<file path="src/rtl/forward_unit.sv">
// Execute-stage bypass selector: picks the newest producer of each ALU source operand.
// Optional per-path usage counters are compiled in with FORWARD_STATS_EN.
module forward_unit #(
    parameter int REG_ADDR_W = 5,
    parameter int CNT_W      = 16
) (
    input  logic                  clk,
    input  logic                  rst,
    input  logic [REG_ADDR_W-1:0] Registro1,
    input  logic [REG_ADDR_W-1:0] Registro2,
    input  logic [REG_ADDR_W-1:0] Rd_execute,
    input  logic [REG_ADDR_W-1:0] Rd_writeback,
    input  logic                  ex_regwrite,
    input  logic                  wb_regwrite,
    output logic [1:0]            forwardA,
    output logic [1:0]            forwardB
`ifdef FORWARD_STATS_EN
    ,
    output logic [CNT_W-1:0]      fwd_ex_count,
    output logic [CNT_W-1:0]      fwd_wb_count
`endif
);

    localparam logic [1:0] SEL_RF = 2'b00;
    localparam logic [1:0] SEL_EX = 2'b10;
    localparam logic [1:0] SEL_WB = 2'b01;

    // EX/MEM is checked first since it carries the younger write; x0 never matches.
    function automatic logic [1:0] fwd_sel(
        input logic [REG_ADDR_W-1:0] src,
        input logic [REG_ADDR_W-1:0] rd_ex,
        input logic [REG_ADDR_W-1:0] rd_wb,
        input logic                  ex_we,
        input logic                  wb_we
    );
        logic [1:0] sel;
        if (ex_we && (rd_ex != {REG_ADDR_W{1'b0}}) && (rd_ex == src)) begin
            sel = SEL_EX;
        end else if (wb_we && (rd_wb != {REG_ADDR_W{1'b0}}) && (rd_wb == src)) begin
            sel = SEL_WB;
        end else begin
            sel = SEL_RF;
        end
        return sel;
    endfunction

    logic [1:0] fwd_a_s;
    logic [1:0] fwd_b_s;

    // Operand select generation, forced to register-file values during reset.
    always_comb begin
        fwd_a_s = SEL_RF;
        fwd_b_s = SEL_RF;
        if (rst) begin
            fwd_a_s = SEL_RF;
            fwd_b_s = SEL_RF;
        end else begin
            fwd_a_s = fwd_sel(Registro1, Rd_execute, Rd_writeback, ex_regwrite, wb_regwrite);
            fwd_b_s = fwd_sel(Registro2, Rd_execute, Rd_writeback, ex_regwrite, wb_regwrite);
        end
    end

    assign forwardA = fwd_a_s;
    assign forwardB = fwd_b_s;

`ifdef FORWARD_STATS_EN
    // Adds 0..2 and clamps at all-ones so the counter never wraps.
    function automatic logic [CNT_W-1:0] sat_add(
        input logic [CNT_W-1:0] cnt,
        input logic [1:0]       inc
    );
        logic [CNT_W:0]   sum;
        logic [CNT_W-1:0] res;
        sum = {1'b0, cnt} + {{(CNT_W-1){1'b0}}, inc};
        if (sum[CNT_W]) begin
            res = {CNT_W{1'b1}};
        end else begin
            res = sum[CNT_W-1:0];
        end
        return res;
    endfunction

    logic [1:0]       ex_inc_s;
    logic [1:0]       wb_inc_s;
    logic [CNT_W-1:0] fwd_ex_count_r;
    logic [CNT_W-1:0] fwd_wb_count_r;

    // Per-cycle number of operands taken from each bypass path.
    always_comb begin
        ex_inc_s = {1'b0, (fwd_a_s == SEL_EX)} + {1'b0, (fwd_b_s == SEL_EX)};
        wb_inc_s = {1'b0, (fwd_a_s == SEL_WB)} + {1'b0, (fwd_b_s == SEL_WB)};
    end

    // Usage counters; a reset cycle clears them and its forwards are not counted.
    always_ff @(posedge clk) begin
        if (rst) begin
            fwd_ex_count_r <= {CNT_W{1'b0}};
            fwd_wb_count_r <= {CNT_W{1'b0}};
        end else begin
            fwd_ex_count_r <= sat_add(fwd_ex_count_r, ex_inc_s);
            fwd_wb_count_r <= sat_add(fwd_wb_count_r, wb_inc_s);
        end
    end

    assign fwd_ex_count = fwd_ex_count_r;
    assign fwd_wb_count = fwd_wb_count_r;
`else
    logic             unused_clk_s;
    logic [CNT_W-1:0] unused_cnt_s;
    assign unused_clk_s = clk;
    assign unused_cnt_s = {CNT_W{1'b0}};
`endif

endmodule

</file>
<file path="config.mk">
export PLATFORM = sky130hd
export DESIGN_NAME = forward_unit
export DESIGN_NICKNAME = d
export VERILOG_FILES = /design/src/rtl/forward_unit.sv
export SDC_FILE = /design/constraint.sdc
export NUM_CORES = 1
export LEC_CHECK = 0
export BUFFER_PORTS_ARGS = -buffer_cell sky130_fd_sc_hd__buf_2
export CAP_MARGIN = 20
export CORE_AREA = 2 2 39 41
export DETAILED_ROUTE_END_ITERATION = 8
export DIE_AREA = 0 0 41 43
export PLACE_DENSITY_LB_ADDON = 0.08
export REMOVE_ABC_BUFFERS = 1
export SETUP_SLACK_MARGIN = 0.02
export SLEW_MARGIN = 20
export SYNTH_ARGS = -nofsm -noshare
export SYNTH_HDL_FRONTEND = slang
export SYNTH_SLANG_ARGS = --single-unit
</file>
<file path="constraint.sdc">
create_clock -name vclk -period 2.28
set_clock_uncertainty 0.05 [all_clocks]
set_input_delay 0 -clock vclk [all_inputs]
set_output_delay 0 -clock vclk [all_outputs]
set_load 0.01 [all_outputs]
</file>
==> flow_summary.yaml, run 1 <==
placement:
  place_congestion: 0.670
  dp_hpwl_um: 802
  place_inst: 80
  port_buffers: 27
yosys:
  yosysTopAreaCell: "xnor2_1"
  synth_area_um2: 285
  yosys_warnings: 0
  netlist_top_cells_count: "xnor2_1, xor2_1, nor2b_1"
  avgSynthCellArea_um2: 7.71
  yosys-top-cells-area: "xnor2_1, xor2_1, nor3_2, nor2b_1, or4_1"
  synth.distinct_cells: 11
  synth_top_area_share_pct: 30.7
  ys_seq_area_share_pct: 0
  syn_inst: 37
timing:
  drv_slew: 0
  finalCriticalPeriod_ps: 1250
  slew_headroom_pct: 68.8
  setup_violations: 0
  min_period_over_period_pct: 54.7
  tns_ps: 0
  max_freq_ghz: 0.801
  hold_violations: 0
  worst_pin_slew_ps: 464
  rsz0062_at_grt: "no"
global_routing:
  grt_overflow: 0
  antenna_found_initial: 0
  grt_max_degree: 4
  gr-usage-all-layers_pct: 10.7
  grt_pass1_wl_um: 1390
  grt_pass1_vias: 332
detailed_routing:
  vias: 346
  firstDrtPassIters: 1
  routed_via_density: 4.33
  post_drt_wl_per_cell_um: 10.4
  drt-initial-drc-count: 0
  antenna_left: 0
  post-route-drc-count: 0
  wirelength_um: 833
power:
  power_frac_comb_pct: 100.0
  leakagePower_nw: 0.196
  vdd_drop_max_v: 0.0000541
  p_seq_share_pct: 0
  power_switching_share_pct: 47.5
  power.density_nw_per_um2: 160
  clockPowerShare_pct: 0
  internal-power_mw: 0.0369
  switchingPower_mw: 0.0334
setup_path:
  end_kind: "output port"
  crit_type: "primary input to output port"
  start_kind: "primary input"
  required_ps: 2230
  worst-endpoint-arrival_ps: 1200
  crit_fanout: 3
floorplanning:
  die-area_um2: 1760
  start_util_pct: 20.6
  pin_count: 28
  core_region_area_um2: 1380
  dieWidth_um: 41
  row_count: 14
  die_h_um: 43
finish:
  finalNetCount: 90
  syn2layout_area_growth_pct: 54.4
  diodes: 0
  register_area_um2: 0
  layout.cells.non_filler: 80
  seq_cells: 0
  nClkBuffers: 0
  drive_above_1_share_pct: 46.9
clock_tree:
  cts_setup_buffers: 0
  cts-hold-fix-buffers: 0
  cts.repair.resized: 0
flow_run:
  maxCapViolCount: 0
hold_path:
  hp-class: "primary input to output port"
  whs_path_depth: 3
outcome:
  status: "completed"
critical path: stages:
cell    delay, ps
buf_2         120
or4_1         550
nor2_2        120
nor4_1         90
nor3_2        170
buf_2         150
power by group through the flow:
stage	Sequential (mW)	Clock (mW)	Combinational, mW
floorplan	0	0	0.0337
global placement	0	0	0.0721
detailed placement	0	0	0.0711
CTS	0	0	0.0714
global route	0	0	0.0790
finish	0	0	0.0703
final timing paths:
kind                 startpoint     endpoint  slack [ps]
setup / recovery  Rd_execute[1]  forwardB[0]        1030
hold / removal              rst  forwardB[1]         220
logic make-up after synthesis:
kind of cell / count (synthesis) / share of synthesized area, %
AO/OA/AOI/OAI: 1 / 1.75
XOR/XNOR: 20 / 61.4
AND/OR/NAND/NOR: 16 / 36.8
layout make-up:
| class | instances | area [um2] |
|---|---|---|
| Multi-Input combinational cell | 37 | 285 |
| Tap cell | 16 | 20.0 |
| Timing Repair Buffer | 27 | 135 |
| Fill cell | 160 | 943 |
cell usage in the layout, fill, tap and decap left out, drive strengths merged:
cell type  Yosys  layout
buf            0      27
nand3          2       2
nand4          2       2
nor2           1       1
nor2b          3       3
nor3           4       4
nor4           2       2
o21ai          1       1
or4            2       2
xnor2         10      10
xor2          10      10
stage by stage:
step / worst slack [ps] / total power [mW] / hold WS (ps) / util [%] / cell area, um2
2_1_floorplan: 1290 / 0.0337 / -3.59 / - / 285
3_3_place_gp: 1040 / 0.0721 / 217 / 31.8 / 440
3_5_place_dp: 1020 / 0.0711 / 217 / 31.8 / 440
4_1_cts: 1020 / 0.0714 / 218 / 31.8 / 440
5_1_grt: 960 / 0.0790 / 232 / 31.8 / 440
6_report: 1030 / 0.0703 / 215 / 31.8 / 440
layer usage:
| metal | up-vias | wire length (um) | GRT usage, % |
|---|---|---|---|
| met3 | 0 | 94 | 0 |
| met5 | - | 0 | 0 |
| met1 | 142 | 385 | 16.8 |
| met4 | 0 | 0 | 0 |
| met2 | 19 | 353 | 16.9 |
| li1 | 185 | - | - |
(Power assumes the default switching activity.)
==> inputs of run 2 (changes only) <==
==> constraint.sdc (replaced) <==
create_clock -name vclk -period 1.1
set_clock_uncertainty 0.05 [all_clocks]
set_input_delay 0 -clock vclk [all_inputs]
set_output_delay 0 -clock vclk [all_outputs]
set_load 0.01 [all_outputs]
==> run 2 against run 1 <==
  * The run now ends with negative setup slack left
  * Worst setup slack got worse by 1100 ps
  * Clock-buffer cell count unchanged
  * First-iteration DRC count unchanged
  * Routed wire length increased by 9.7%
  * Final cell count increased by 10%
  * Global-route usage increased by 0.21 points
  * Die area unchanged
==> flow_summary.yaml, run 2 (synthesis gave the netlist of run 1 again) <==
outcome:
  status: "finished with violations"
  violations: "negative setup slack"
finish:
  diodes: 0
  register_area_um2: 0
  layout_common_cells: "buf_2, xor2_1, xnor2_1, buf_4"
  seq_cells: 0
  syn2layout_area_growth_pct: 101
  nClkBuffers: 0
  multi_input_area_um2: 332
  drive_above_1_share_pct: 58.3
  fin_area_um2: 573
  fillers: 155
  layout_commonest_cell: "buf_2"
  finalNetCount: 98
detailed_routing:
  wirelength_um: 914
  antenna_left: 0
  routed_via_density: 4.33
  drt-initial-drc-count: 0
  post-route-drc-count: 0
  post_drt_wl_per_cell_um: 10.4
  firstDrtPassIters: 1
  vias: 381
placement:
  pre_cts_ws_ps: -131
  postPlaceCellArea_um2: 500
  dp_hpwl_um: 820
  port_buffers: 27
  place_congestion: 0.645
timing:
  max_freq_ghz: 0.849
  hold_violations: 0
  slew_headroom_pct: 82.1
  setup_violations: 4
  worst_pin_slew_ps: 268
  drv_slew: 0
  rsz0062_at_grt: "yes"
  min_period_over_period_pct: 107
  setup_ws_ps: -77.6
  finalCriticalPeriod_ps: 1180
floorplanning:
  die-area_um2: 1760
  die_h_um: 43
  row_count: 14
  core_region_area_um2: 1380
  start_util_pct: 20.6
  dieWidth_um: 41
  pin_count: 28
global_routing:
  grt_overflow: 0
  grt_pass1_vias: 371
  grt_pass1_wl_um: 1410
  antenna_found_initial: 0
  gr-usage-all-layers_pct: 10.9
  grt_max_degree: 4
power:
  power.density_nw_per_um2: 345
  power_mw: 0.197
  vdd_drop_max_v: 0.000132
  leakagePower_nw: 0.250
flow_run:
  maxCapViolCount: 0
setup_path:
  start_kind: "primary input"
  crit_fanout: 3
  worst-endpoint-arrival_ps: 1130
  required_ps: 1050
  crit_type: "primary input to output port"
  end_kind: "output port"
clock_tree:
  cts_setup_buffers: 0
hold_path:
  hp-class: "primary input to output port"
-- run 2: cell types whose count changed in the layout (fill, tap and decap cells not counted), moves of 2 or more --
cell,delta
nor4_1,-2
buf_4,+7
nor4_4,+2
buf_2,-3
buf_6,+3
-- run 2: critical path, cell delays in order --
cell	delay [ps]
buf_8	100
or4_4	540
nor2_4	160
nor4_4	70
nor2b_1	130
buf_2	130
-- run 2: area by class of cell --
cell class	count	area share, %
multi-input combinational	37	57.9
timing repair buffer	35	38.6
tap	16	3.49
-- run 2: power by group --
group          internal [mW]  total [mW]  switching (mW)
clock network              0           0               0
registers                  0           0               0
logic                  0.109       0.197          0.0882
total                  0.109       0.197          0.0882
-- run 2: through the flow --
| step | TNS [ps] | hold WS [ps] | cells | util (%) |
|---|---|---|---|---|
| global route | -463 | 233 | 88 | 41.4 |
| detailed placement | -425 | 214 | 88 | 36.2 |
| finish | -279 | 213 | 88 | 41.4 |
| CTS | -319 | 215 | 88 | 41.1 |
| floorplan | 0 | -3.59 | 37 | - |
| global placement | -387 | 217 | 88 | 36.2 |
-- run 2: final timing paths --
check | endpoint | start | depth (start not counted) | slack (ps)
worst max-delay path | forwardB[1] | Rd_execute[3] | 6 | -80
worst min-delay path | forwardB[1] | rst | 3 | 210
-- run 2: what timing repair did --
action                     in CTS  in global routing
setup endpoints to repair       4                  4
hold buffers                    0                  0
pin swaps                       8                  3
resized for setup              13                  1
-- run 2: routing by layer --
metal / vias up / track usage, % / routed length (um)
met3: 0 / 0 / 76
met2: 19 / 20.0 / 434
li1: 200 / - / -
met5: - / 0 / 0
met1: 162 / 14.3 / 403
met4: 0 / 0 / 0
==> inputs of run 3 (changes only) <==
--- a/config.mk
+++ b/config.mk
@@ -12,7 +12,6 @@
 export DIE_AREA = 0 0 41 43
 export PLACE_DENSITY_LB_ADDON = 0.08
 export REMOVE_ABC_BUFFERS = 1
-export SETUP_SLACK_MARGIN = 0.02
 export SLEW_MARGIN = 20
 export SYNTH_ARGS = -nofsm -noshare
 export SYNTH_HDL_FRONTEND = slang
==> constraint.sdc (replaced) <==
create_clock -name vclk -period 0.98
set_clock_uncertainty 0.05 [all_clocks]
set_input_delay 0 -clock vclk [all_inputs]
set_output_delay 0 -clock vclk [all_outputs]
set_load 0.01 [all_outputs]
==> run 3 against run 2 <==
  * Critical endpoint unchanged
  * Cell area is 7.4% higher
  * Critical path type unchanged
  * Worst setup slack got worse by 120 ps
  * The run still ends with negative setup slack left
  * Core utilization up 3.1 points
  * First-iteration DRC count increased by 1
==> flow_summary.yaml, run 3 (synthesis gave the netlist of run 1 again) <==
floorplanning:
  row_count: 14
  core_region_area_um2: 1380
  die-area_um2: 1760
  start_util_pct: 20.6
  dieWidth_um: 41
  pin_count: 28
  die_h_um: 43
detailed_routing:
  post_drt_wl_per_cell_um: 10.3
  antenna_left: 0
  firstDrtPassIters: 2
  post-route-drc-count: 0
  vias: 403
  routed_via_density: 4.29
  drt-initial-drc-count: 1
  wirelength_um: 971
power:
  internal-power_mw: 0.137
  p_seq_share_pct: 0
  leakagePower_nw: 0.281
  power.density_nw_per_um2: 391
  power_switching_share_pct: 43.2
  power_mw: 0.241
  switchingPower_mw: 0.104
  vdd_drop_max_v: 0.000146
  power_frac_comb_pct: 100.0
  clockPowerShare_pct: 0
setup_path:
  slowest_delay_ps: 540
  crit_buf_inv: 2
  worst-endpoint-arrival_ps: 1120
  crit_type: "primary input to output port"
  crit_fanout: 2
  end_kind: "output port"
  required_ps: 930
  critPathTopFamily: "simple AND/OR/NAND/NOR gates"
  crit_slowest_cell: "or4_4"
  path_cells: "buf_8, or4_4, nor2_4, nor4_4, nor2b_1, buf_2"
  start_kind: "primary input"
placement:
  place_congestion: 0.639
  port_buffers: 27
  postPlaceCellArea_um2: 538
  dp_hpwl_um: 888
  place_inst: 93
finish:
  finalNetCount: 104
  syn2layout_area_growth_pct: 116
  layout.cells.non_filler: 94
  nClkBuffers: 0
  fin_area_um2: 616
  layout_common_cells: "buf_2, buf_4, xor2_1, xnor2_1, nor2b_1"
  register_area_um2: 0
  drive_above_1_share_pct: 62.8
  layout_commonest_cell: "buf_2"
  seq_cells: 0
  diodes: 0
flow_run:
  maxCapViolCount: 0
timing:
  finalCriticalPeriod_ps: 1170
  setup_violations: 4
  worst_pin_slew_ps: 280
  tns_ps: -740
  slew_headroom_pct: 81.3
  setup_ws_ps: -194
  rsz0062_at_grt: "yes"
  max_freq_ghz: 0.851
  min_period_over_period_pct: 120
  drv_slew: 0
  hold_violations: 0
outcome:
  violations: "negative setup slack"
  status: "finished with violations"
global_routing:
  grt_pass1_wl_um: 1690
  gr-usage-all-layers_pct: 13.1
  grt_max_degree: 4
  grt_pass1_vias: 432
  antenna_found_initial: 0
  grt_overflow: 0
hold_path:
  hp-class: "primary input to output port"
## run 3: cell types whose count changed in the layout (fill, tap and decap cells not counted), sizes merged
cell,delta
buf,+6
## run 3: tightest hold or removal path, cell delays in order
cell	delay, ps
buf_2	100
nor2b_1	40
buf_2	130
## run 3: path summary, 6_finish.rpt
kind,to,from,cells past startpoint
max,forwardB[1],Rd_execute[4],6
min,forwardA[1],rst,3
## run 3: layout make-up
cell class / count / area, um2
Fill cell: 156 / 768
Multi-Input combinational cell: 37 / 339
Tap cell: 16 / 20.0
Timing Repair Buffer: 41 / 256
## run 3: power groups by stage
stage,clock [mW],sequential [mW],combinational (mW)
2_1_floorplan,0,0,0.0784
3_3_place_gp,0,0,0.208
3_5_place_dp,0,0,0.206
4_1_cts,0,0,0.235
5_1_grt,0,0,0.263
6_report,0,0,0.241
## run 3: repair_timing
item | 4_1_cts | 5_1_grt
setup endpoints to repair | 4 | 4
hold buffers | 0 | 0
setup buffers | 1 | 0
pin swaps | 5 | 3
resized for setup | 11 | 2
## run 3: per-layer routing
| layer | vias up | global-route usage (%) | part of all wire [%] |
|---|---|---|---|
| met3 | 0 | 1.05 | 10 |
| met2 | 19 | 22.2 | 48 |
| li1 | 213 | - | - |
| met5 | - | 0 | 0 |
| met1 | 171 | 18.4 | 42 |
| met4 | 0 | 0 | 0 |
## run 3: through the flow
step                hold slack [ps]  utilization, %  worst slack (ps)
floorplan                     -3.59               -             -8.04
global placement                215            38.9              -237
detailed placement              216            38.9              -259
CTS                             217            43.4              -220
global route                    225            44.5              -252
finish                          214            44.5              -194
